$ cat src/rtl/nibble_serial_adder.sv
// Serial adder that adds two W-bit operands one nibble per clock through a
// 4-bit ripple cell, then holds the sum, carry-out and overflow until acknowledged.
module nibble_serial_adder #(
    parameter int NNIB = 4
) (
    input  logic              Clock,
    input  logic              Resetn,
    input  logic              start,
    input  logic              Cin,
    input  logic [4*NNIB-1:0] X,
    input  logic [4*NNIB-1:0] Y,
    output logic              in_ready,
    output logic [4*NNIB-1:0] S,
    output logic              Cout,
    output logic              Ovf,
    output logic              out_valid,
    input  logic              out_ack
);

    localparam int W  = 4 * NNIB;
    localparam int CW = $clog2(NNIB);

    typedef enum logic [1:0] {
        IDLE = 2'd0,
        RUN  = 2'd1,
        DONE = 2'd2
    } state_t;

    state_t          state_reg;
    state_t          state_next;

    logic [W-1:0]    x_reg;
    logic [W-1:0]    y_reg;
    logic [W-1:0]    s_reg;
    logic            carry_reg;
    logic [CW-1:0]   cnt_reg;
    logic            cout_reg;
    logic            ovf_reg;

    logic            last_nib;
    logic [CW+1:0]   base;
    logic [3:0]      x_nib;
    logic [3:0]      y_nib;
    logic [3:0]      cell_sum;
    logic [4:0]      rip;

    assign last_nib = (cnt_reg == CW'(NNIB - 1));
    assign base     = {cnt_reg, 2'b00};
    assign x_nib    = x_reg[base +: 4];
    assign y_nib    = y_reg[base +: 4];

    // Ripple cell; rip[3] is the carry into the nibble's top bit, needed for Ovf.
    always_comb begin
        rip      = '0;
        cell_sum = '0;
        rip[0]   = carry_reg;
        for (int i = 0; i < 4; i++) begin
            cell_sum[i] = x_nib[i] ^ y_nib[i] ^ rip[i];
            rip[i+1]    = (x_nib[i] & y_nib[i]) | (rip[i] & (x_nib[i] ^ y_nib[i]));
        end
    end

    always_ff @(posedge Clock or negedge Resetn) begin
        if (!Resetn) begin
            state_reg <= IDLE;
        end else begin
            state_reg <= state_next;
        end
    end

    always_comb begin
        state_next = state_reg;
        in_ready   = 1'b0;
        out_valid  = 1'b0;
        case (state_reg)
            IDLE: begin
                in_ready = 1'b1;
                if (start) begin
                    state_next = RUN;
                end
            end
            RUN: begin
                if (last_nib) begin
                    state_next = DONE;
                end
            end
            DONE: begin
                out_valid = 1'b1;
                if (out_ack) begin
                    state_next = IDLE;
                end
            end
            default: begin
                state_next = IDLE;
            end
        endcase
    end

    always_ff @(posedge Clock or negedge Resetn) begin
        if (!Resetn) begin
            x_reg     <= '0;
            y_reg     <= '0;
            s_reg     <= '0;
            carry_reg <= 1'b0;
            cnt_reg   <= '0;
            cout_reg  <= 1'b0;
            ovf_reg   <= 1'b0;
        end else begin
            case (state_reg)
                IDLE: begin
                    if (start) begin
                        x_reg     <= X;
                        y_reg     <= Y;
                        carry_reg <= Cin;
                        cnt_reg   <= '0;
                        s_reg     <= '0;
                    end
                end
                RUN: begin
                    s_reg[base +: 4] <= cell_sum;
                    carry_reg        <= rip[4];
                    if (last_nib) begin
                        cnt_reg  <= '0;
                        cout_reg <= rip[4];
                        ovf_reg  <= rip[3] ^ rip[4];
                    end else begin
                        cnt_reg <= cnt_reg + 1'b1;
                    end
                end
                default: begin
                end
            endcase
        end
    end

    assign S    = s_reg;
    assign Cout = cout_reg;
    assign Ovf  = ovf_reg;

endmodule

$ cat config.mk
export PLATFORM = sky130hd
export DESIGN_NAME = nibble_serial_adder
export DESIGN_NICKNAME = d
export VERILOG_FILES = /design/src/rtl/nibble_serial_adder.sv
export SDC_FILE = /design/constraint.sdc
export NUM_CORES = 1
export LEC_CHECK = 0
export ABC_AREA = 1
export CAP_MARGIN = 20
export CORE_MARGIN = 2
export CORE_UTILIZATION = 35
export DETAILED_ROUTE_END_ITERATION = 12
export PLACE_DENSITY_LB_ADDON = 0.15
export SYNTH_ARGS = -nofsm -noshare
export SYNTH_HDL_FRONTEND = slang
export SYNTH_SLANG_ARGS = --single-unit
$ cat constraint.sdc
create_clock -name Clock -period 5.15 [get_ports Clock]
set_input_delay 0.515 -clock Clock [delete_from_list [all_inputs] [get_ports Clock]]
set_output_delay 0.515 -clock Clock [all_outputs]
set_load 0.01 [all_outputs]
**Word level (Yosys, flattened, before mapping)**

Index checks and enable logic that the tools add are counted.
W data, S select, Z words.

- Logic and storage cells: 61
- Output and inout bits: 20
- Input port bits: 37
- Register bits: 55

- Equality and inequality tests: 6
- Shifts and indexed selects: 4
- Add/subtract/negate cells: 2
- Multiplexer cells: 14
- Reduce and logical (&&, ||, !) cells: 6
- Bitwise gates (word level): 21

Operator list:

| kind | number |
|---|---|
| $pmux W16 S2 | 1 |
| $shiftx A16 B5 Y4 | 2 |
| $bwmux W16 | 1 |
| $mux W16 | 1 |
| $shift A4 B6 Y16 const A | 1 |
| $shiftx A4 B6 Y16 | 1 |
| $mux W2 | 5 |
| $xor A1 B1 Y1 | 9 |
| $and A1 B1 Y1 | 8 |
| $ne A2 B2 Y1 const B | 3 |
| $neg A4 Y6 | 1 |
| $pmux W2 S3 | 1 |
| $reduce_and A2 Y1 | 3 |
| $eq A2 B2 Y1 const B | 2 |
| $or A1 B1 Y1 | 4 |
| $pmux W2 S2 | 1 |
| $mux W1 | 3 |
| $reduce_and A3 Y1 | 1 |
| $add A2 B1 Y2 const B | 1 |
| $eq A2 B1 Y1 const B | 1 |
| $logic_not A2 Y1 | 1 |
| $pmux W1 S2 | 1 |
| $reduce_bool A2 Y1 | 1 |

**Longest topological paths before layout**

Gate-level depths: netlist of run 1.

- Depth after elaboration: 12
- Mapped depth: 17
- Depth with buffers taken out: 15

**Worst setup path before layout of run 1**

Ideal clock, no wire load.

- Kind: register to register
- Start: reg cnt_reg[0]
- End: reg s_reg[15] (netlist: S[15])
- Period minus slack after synthesis: 2.870 ns
- Arrival: 2.753 ns
- Path slack: 2.280 ns
- Library setup time: 0.117 ns
- Cell stages (with the launch flop): 18
- Data required time: 5.033 ns
- Path through: dfrtp_1 > buf_4 > clkinv_1 > buf_2 > nand2_1 > nand3_1 > nand2_1 > fa_1 > inv_1 > fa_1 > inv_1 > fa_1 > inv_1 > fa_1 > nand2_1 > nor2_1 > nand2_1 > nand2_1

- Longest elaborated chain between the ends: 12
- Elaborated cells between the ends (all ways): 24

Ends and longest elaborated chain:

| item | RTL line | text |
|---|---|---|
| from (decl) | 36 | `logic [CW-1:0] cnt_reg;` |
| from (signal assigned) | 127 | `cnt_reg <= cnt_reg + 1'b1;` |
| $shiftx A16 B5 Y4 (on tied branches) | 49, 50 |  |
| $xor A1 B1 Y1 | 58, 59 |  |
| $and A1 B1 Y1 | 59 | `rip[i+1] = (x_nib[i] & y_nib[i]) \| (rip[i] & (x_nib[i] ^ y_nib[i]));` |
| $or A1 B1 Y1 | 59 |  |
| $and A1 B1 Y1 | 59 |  |
| $or A1 B1 Y1 | 59 |  |
| $and A1 B1 Y1 | 59 |  |
| $or A1 B1 Y1 | 59 |  |
| $xor A1 B1 Y1 | 58 | `cell_sum[i] = x_nib[i] ^ y_nib[i] ^ rip[i];` |
| $shiftx A4 B6 Y16 | 120 | `s_reg[base +: 4] <= cell_sum;` |
| $bwmux W16 * | 120 |  |
| $pmux W16 S2 * | 109 | `case (state_reg)` |
| to (signal, indexed assignment) | 120 |  |
| to (decl) | 34 | `logic [W-1:0] s_reg;` |

Every way passes the cells marked *; elsewhere a longest branch is shown, timed or not.
A chain may end at the register's enable or synchronous reset.

**Worst setup path in the final report of run 1**

Same ends and word-level chain as after synthesis.

==> run summary, run 1 <==
Max Cap Viol = 0
Part of the Yosys area used for sequential elements = 50.4%
Max_slew headroom = 43.5%
Period utilisation layout = 71.3%
Nature of the critical path endpoint = flip-flop
Global-route wire length before repair = 10,900 um
Die span in y = 92.3 um
Count of endpoints failing hold in the final timing report = 0
IR Drop Worst-Case VDD = 0.000203 V
Total detailed-routing wirelength = 6030 um
Antenna diode count = 0
Post-Synthesis Net Count = 385
Leading cell type in the layout, fill and taps excluded = nand2_1
Distinct cell type count of the synthesized netlist = 22
Depth of the CTS H-tree = 2
Final Skew = 8.20 ps
Ys async rst share = 100%
Post-synth design cell area = 0.00273 mm2
Leak = 1.75 nW
Die ar. = 0.00853 mm2
Fraction of final layout cells with drive strength greater than 1 = 3.88%
Total clock sinks = 55
Fill cell total of the finished layout = 769
Antenna-violating nets left = 0
Total clock buffers created by CTS = 5
Std-Cell Core Area = 0.00765 mm2
Synth area leader = dfrtp_1
Starting utilization of the core area = 35.7%
Count of nets after finishing = 431
Highest net fanout along the worst path = 27
Area of the multi-input gates = 0.00117 mm2
PortBufs = 56
Time the final worst path needs with I/O delays and setup = 3670 ps
Average detailed-routed wire length per instance = 12.3 um
Number of top-level pins = 57
Last weighted congestion value of the routability-driven placer = 0.879
Minimum setup slack after placement = 1550 ps
Via count of the first global-routing pass = 2,372
Worst-case register-to-register setup slack = 1480 ps
CTS Root Cell = clkbuf_8
Met3 global-route usage = 3.01%
Area grow syn2layout = 26.5%
Quantity of gates resized following cts = 0
Worst Path Required = 5400 ps
Number of buffers added for setup after CTS = 0
Horizontal die dimension = 92.3 um
Routed via count = 2,293
Global Route Usage Sum = 16.0%
Fin worst setup slack = 1480 ps
Classification of the worst-slack hold path = primary input to async pin
Post-synthesis average cell area = 8.03 um2
Number of cell instances on the worst register-to-register path = 15
GRT met2 Usage = 26.6%
Number of vias per cell after detailed routing = 4.69
Slew of the pin with the lowest slew margin = 845 ps
Post-route setup TNS = 0 ps
Number of synthesized flops with an enable pin = 0
FF+latch count, synth = 55
Number of standard cells after synthesis = 340
Fmax = 0.272 GHz
Buffer depth of the longest clock path = 2
Fraction of met1 tracks used by global routing = 21.5%
Terminus of the critical flop-to-flop path = S[15]$_DFFE_PN0P_
Half-perimeter wire length after placement = 4360 um
Power density of the placed cells = 628 mW/mm2
Top cells by area, synth = dfrtp_1, nand2_1, nand3_1, fa_1, nor2_1
Violation count after the first detailed-route iteration = 49
Final number of setup-violating endpoints = 0
Startpoint types = flip-flop
Share of Yosys cell area claimed by the top area cell type = 50.4%
Clock input transition at the sequential cells of the worst setup and hold paths = 100 ps
Number of placement rows = 32
Most heavily used metal layer in global routing = met2
Worst hold slack = 321 ps
Beginning of the worst register-to-register path = cnt_reg[0]$_DFFE_PN0P_
Endpoint arrival time on the critical path = 3920 ps
Yosys warning count = 0
DRC viols = 0
Global route total overflow = 0
Top library cells by usage in the layout, fill and taps aside = nand2_1, nand3_1, dfrtp_1, clkdlybuf4s50_1, nor2_1
Area taken by flip-flops and latches = 0.00138 mm2
Result of the run = complete, no violations
Most used DFF post-synth = dfrtp_1
Number of hold buffers added after CTS = 0
Total iterations of the first detailed-routing run = 5
Pins Over Slew Limit = 0
Largest net degree at the start of global routing = 56
Setup CP Type = flip-flop to flip-flop
Setup repair after global routing missed its margin = no
CTS tree = built
Number of antenna violations at the first check in global routing = 0
Clock latency of the later-clocked register in the worst-skew pair = 310 ps
metal layers:
| metal | part of all wire, % | routed length [um] | vias up |
|---|---|---|---|
| met5 | 0 | 0 | - |
| met4 | 1.1 | 67 | 0 |
| met3 | 3.3 | 199 | 6 |
| met2 | 48 | 2880 | 42 |
| met1 | 48 | 2880 | 1067 |
| li1 | - | - | 1178 |
worst max-delay path by stage:
stage	cells after the start	from	endpoint
6_report	15	cnt_reg[0]$_DFFE_PN0P_	S[15]$_DFFE_PN0P_
4_1_cts	15	cnt_reg[0]$_DFFE_PN0P_	S[15]$_DFFE_PN0P_
2_1_floorplan	17	cnt_reg[0]$_DFFE_PN0P_	S[15]$_DFFE_PN0P_
5_1_grt	15	cnt_reg[0]$_DFFE_PN0P_	S[7]$_DFFE_PN0P_
3_3_place_gp	15	cnt_reg[0]$_DFFE_PN0P_	S[15]$_DFFE_PN0P_
3_5_place_dp	15	cnt_reg[0]$_DFFE_PN0P_	S[15]$_DFFE_PN0P_
metrics by stage:
| step | cell area, um2 | cells | power (W) | utilization [%] |
|---|---|---|---|---|
| floorplan | 2730 | 340 | 0.00152 | - |
| global placement | 3320 | 481 | 0.00183 | 43.4 |
| detailed placement | 3320 | 481 | 0.00185 | 43.4 |
| CTS | 3460 | 489 | 0.00219 | 45.2 |
| global route | 3460 | 489 | 0.00240 | 45.2 |
| finish | 3460 | 489 | 0.00217 | 45.2 |
worst max-delay path, stage by stage (launching register included):
cell      delay (ps)
dfrtp_1          690
clkinv_1         720
nand2_1          230
nand3_1           90
nand2_1          110
fa_1             160
inv_1             50
fa_1             350
inv_1             70
fa_1             190
inv_1             60
fa_1             520
nand2_1           90
nor2_1           130
nand2_1           80
nand2_1           60
synthesized netlist by cell type (2+ instances only):
library cell	number
ha_1	4
o211ai_1	4
nor3_1	2
buf_2	10
dfrtp_1	55
nand4_1	4
fa_1	4
nor2_1	19
buf_6	3
nand2_1	136
inv_1	18
clkbuf_1	5
nand3_1	62
o21ai_0	6
where the power goes:
| part | switching (W) | leakage (nW) | total, W | internal, W |
|---|---|---|---|---|
| sequential | 0.000145 | 0.705 | 0.000760 | 0.000615 |
| clock | 0.000143 | 0.0644 | 0.000337 | 0.000194 |
| combinational | 0.000639 | 0.982 | 0.00107 | 0.000433 |
cell families (layout without fill, tap and decap cells):
kind of cell | count (synthesis) | after routing | synth area share, %
simple gates | 226 | 226 | 35.3
flops | 55 | 55 | 50.4
buf+inv | 39 | 86 | 6.78
compound gates | 11 | 11 | 2.47
fa+ha+maj | 8 | 8 | 4.76
xor+xnor | 1 | 1 | 0.321
layout make-up:
type	instances	area share, %
clock buffers	5	1.99
well taps	102	3.69
inverters	20	2.17
repair buffers	58	16.5
flip-flops and latches	55	39.8
multi-input cells	246	33.9
clock inverters	3	1.96
Power figures use the tool's default switching activity.
==> run 2: changes to the inputs <==
- clock period: 5.15 -> 3.5 ns (I/O delays scaled with it)
==> run 2 against run 1 <==
Die area unchanged. Register-to-register slack got worse by 1000 ps. First-iteration DRC count increased by 100%. Sequential share of layout area increased by 0.39 points. Critical path depth decreased by 2. Clock-buffer cell count increased by 1. Critical path type unchanged. Worst setup slack got worse by 1000 ps.
==> run summary, run 2 (same netlist as run 1, synthesis figures left out) <==
Area taken by flip-flops and latches = 0.00138 mm2
Count of endpoints failing hold in the final timing report = 0
Number of placement rows = 32
Horizontal die dimension = 92.3 um
PortBufs = 56
Total clock sinks = 55
Power density of the placed cells = 896 mW/mm2
Clock latency of the later-clocked register in the worst-skew pair = 300 ps
Crit path launch = cnt_reg[0]$_DFFE_PN0P_
Fraction of final layout cells with drive strength greater than 1 = 4.12%
Area grow syn2layout = 25.3%
Top library cells by usage in the layout, fill and taps aside = nand2_1, nand3_1, dfrtp_1, clkdlybuf4s50_1, nor2_1
Fill cell total of the finished layout = 792
Quantity of gates resized following cts = 0
Starting utilization of the core area = 35.7%
Clock input transition at the sequential cells of the worst setup and hold paths = 100 ps
Total clock buffers created by CTS = 5
Worst Path Required = 3740 ps
Buffer depth of the longest clock path = 2
Count of nets after finishing = 433
Via count of the first global-routing pass = 2,293
Half-perimeter wire length after placement = 4420 um
Number of buffers added for setup after CTS = 0
Post-route setup TNS = 0 ps
Global route total overflow = 0
Depth of the CTS H-tree = 2
Die ar. = 0.00853 mm2
Global Route Usage Sum = 15.5%
Startpoint types = flip-flop
Std-Cell Core Area = 0.00765 mm2
Routed via count = 2,332
Period utilisation layout = 86.7%
Area of the multi-input gates = 0.00117 mm2
Pins Over Slew Limit = 0
Classification of the worst-slack hold path = primary input to async pin
Global-route wire length before repair = 10,600 um
Leak = 1.74 nW
Average detailed-routed wire length per instance = 12.5 um
Result of the run = complete, no violations
Time the final worst path needs with I/O delays and setup = 3030 ps
Slew of the pin with the lowest slew margin = 880 ps
Endpoint arrival time on the critical path = 3270 ps
DRC viols = 0
Total detailed-routing wirelength = 6110 um
Area after DPL = 0.00333 mm2
Largest net degree at the start of global routing = 50
Max Cap Viol = 0
Setup repair after global routing missed its margin = no
Final Skew = 11.0 ps
Fin worst setup slack = 467 ps
Number of top-level pins = 57
Violation count after the first detailed-route iteration = 98
Die span in y = 92.3 um
Final number of setup-violating endpoints = 0
IR Drop Worst-Case VDD = 0.000312 V
Leading cell type in the layout, fill and taps excluded = nand2_1
Last weighted congestion value of the routability-driven placer = 0.876
Nature of the critical path endpoint = flip-flop
Setup CP Type = flip-flop to flip-flop
Beginning of the worst register-to-register path = cnt_reg[0]$_DFFE_PN0P_
Total iterations of the first detailed-routing run = 4
Max_slew headroom = 41.1%
Number of vias per cell after detailed routing = 4.76
Number of antenna violations at the first check in global routing = 0
Finished layout cell area = 0.00342 mm2
Fmax = 0.330 GHz
Antenna-violating nets left = 0
Number of hold buffers added after CTS = 0
CTS tree = built
Highest net fanout along the worst path = 18
Minimum setup slack after placement = 516 ps
CTS Root Cell = clkbuf_8
Antenna diode count = 0
[run 2: critical path, cell delays in order, from the launching register on]
cell	delay (ps)
dfrtp_1	370
clkinv_1	370
buf_4	320
o21ai_0	160
nand2_1	100
fa_1	420
inv_1	80
fa_1	200
inv_1	60
fa_1	510
nand2_1	80
nor2_1	150
nand2_1	80
nand2_1	60
[run 2: path summary, 6_finish.rpt]
path                                    endpoint  cells after the start  slack (ps)
min                        y_reg[14]$_DFFE_PN0P_                      1         130
max in group asynchronous      S[13]$_DFFE_PN0P_                      2        2610
max reg2reg                    S[15]$_DFFE_PN0P_                     13         470
min reg2reg                y_reg[15]$_DFFE_PN0P_                      2         480
min in group Clock         y_reg[15]$_DFFE_PN0P_                      2         480
max                            S[15]$_DFFE_PN0P_                     13         470
[run 2: report_power, final]
part	total [W]	internal [W]	switching, W
clock	0.000350	0.000156	0.000194
combinational	0.00161	0.000651	0.000963
sequential	0.00110	0.000906	0.000196
[run 2: stage by stage]
stage          utilization (%)  hold slack, ps  cells  total power, W
3_3_place_gp              43.6             456    483         0.00271
6_report                  44.7             132    490         0.00307
4_1_cts                   44.7             157    490         0.00309
3_5_place_dp              43.6             460    483         0.00273
5_1_grt                   44.7             194    490         0.00338
2_1_floorplan                -            54.4    340         0.00224
[run 2: area by class of cell]
| type | instances | area share [%] |
|---|---|---|
| clock inverter | 1 | 0.146 |
| inverter | 20 | 2.19 |
| tap | 102 | 3.73 |
| sequential | 55 | 40.2 |
| timing repair buffer | 60 | 17.1 |
| clock buffer | 6 | 2.41 |
| multi-input combinational | 246 | 34.2 |
[run 2: layer usage]
metal | wire (um) | track usage, %
met5 | 0 | 0
met4 | 53 | 3.73
met3 | 229 | 2.77
met2 | 2860 | 25.1
met1 | 2980 | 21.7
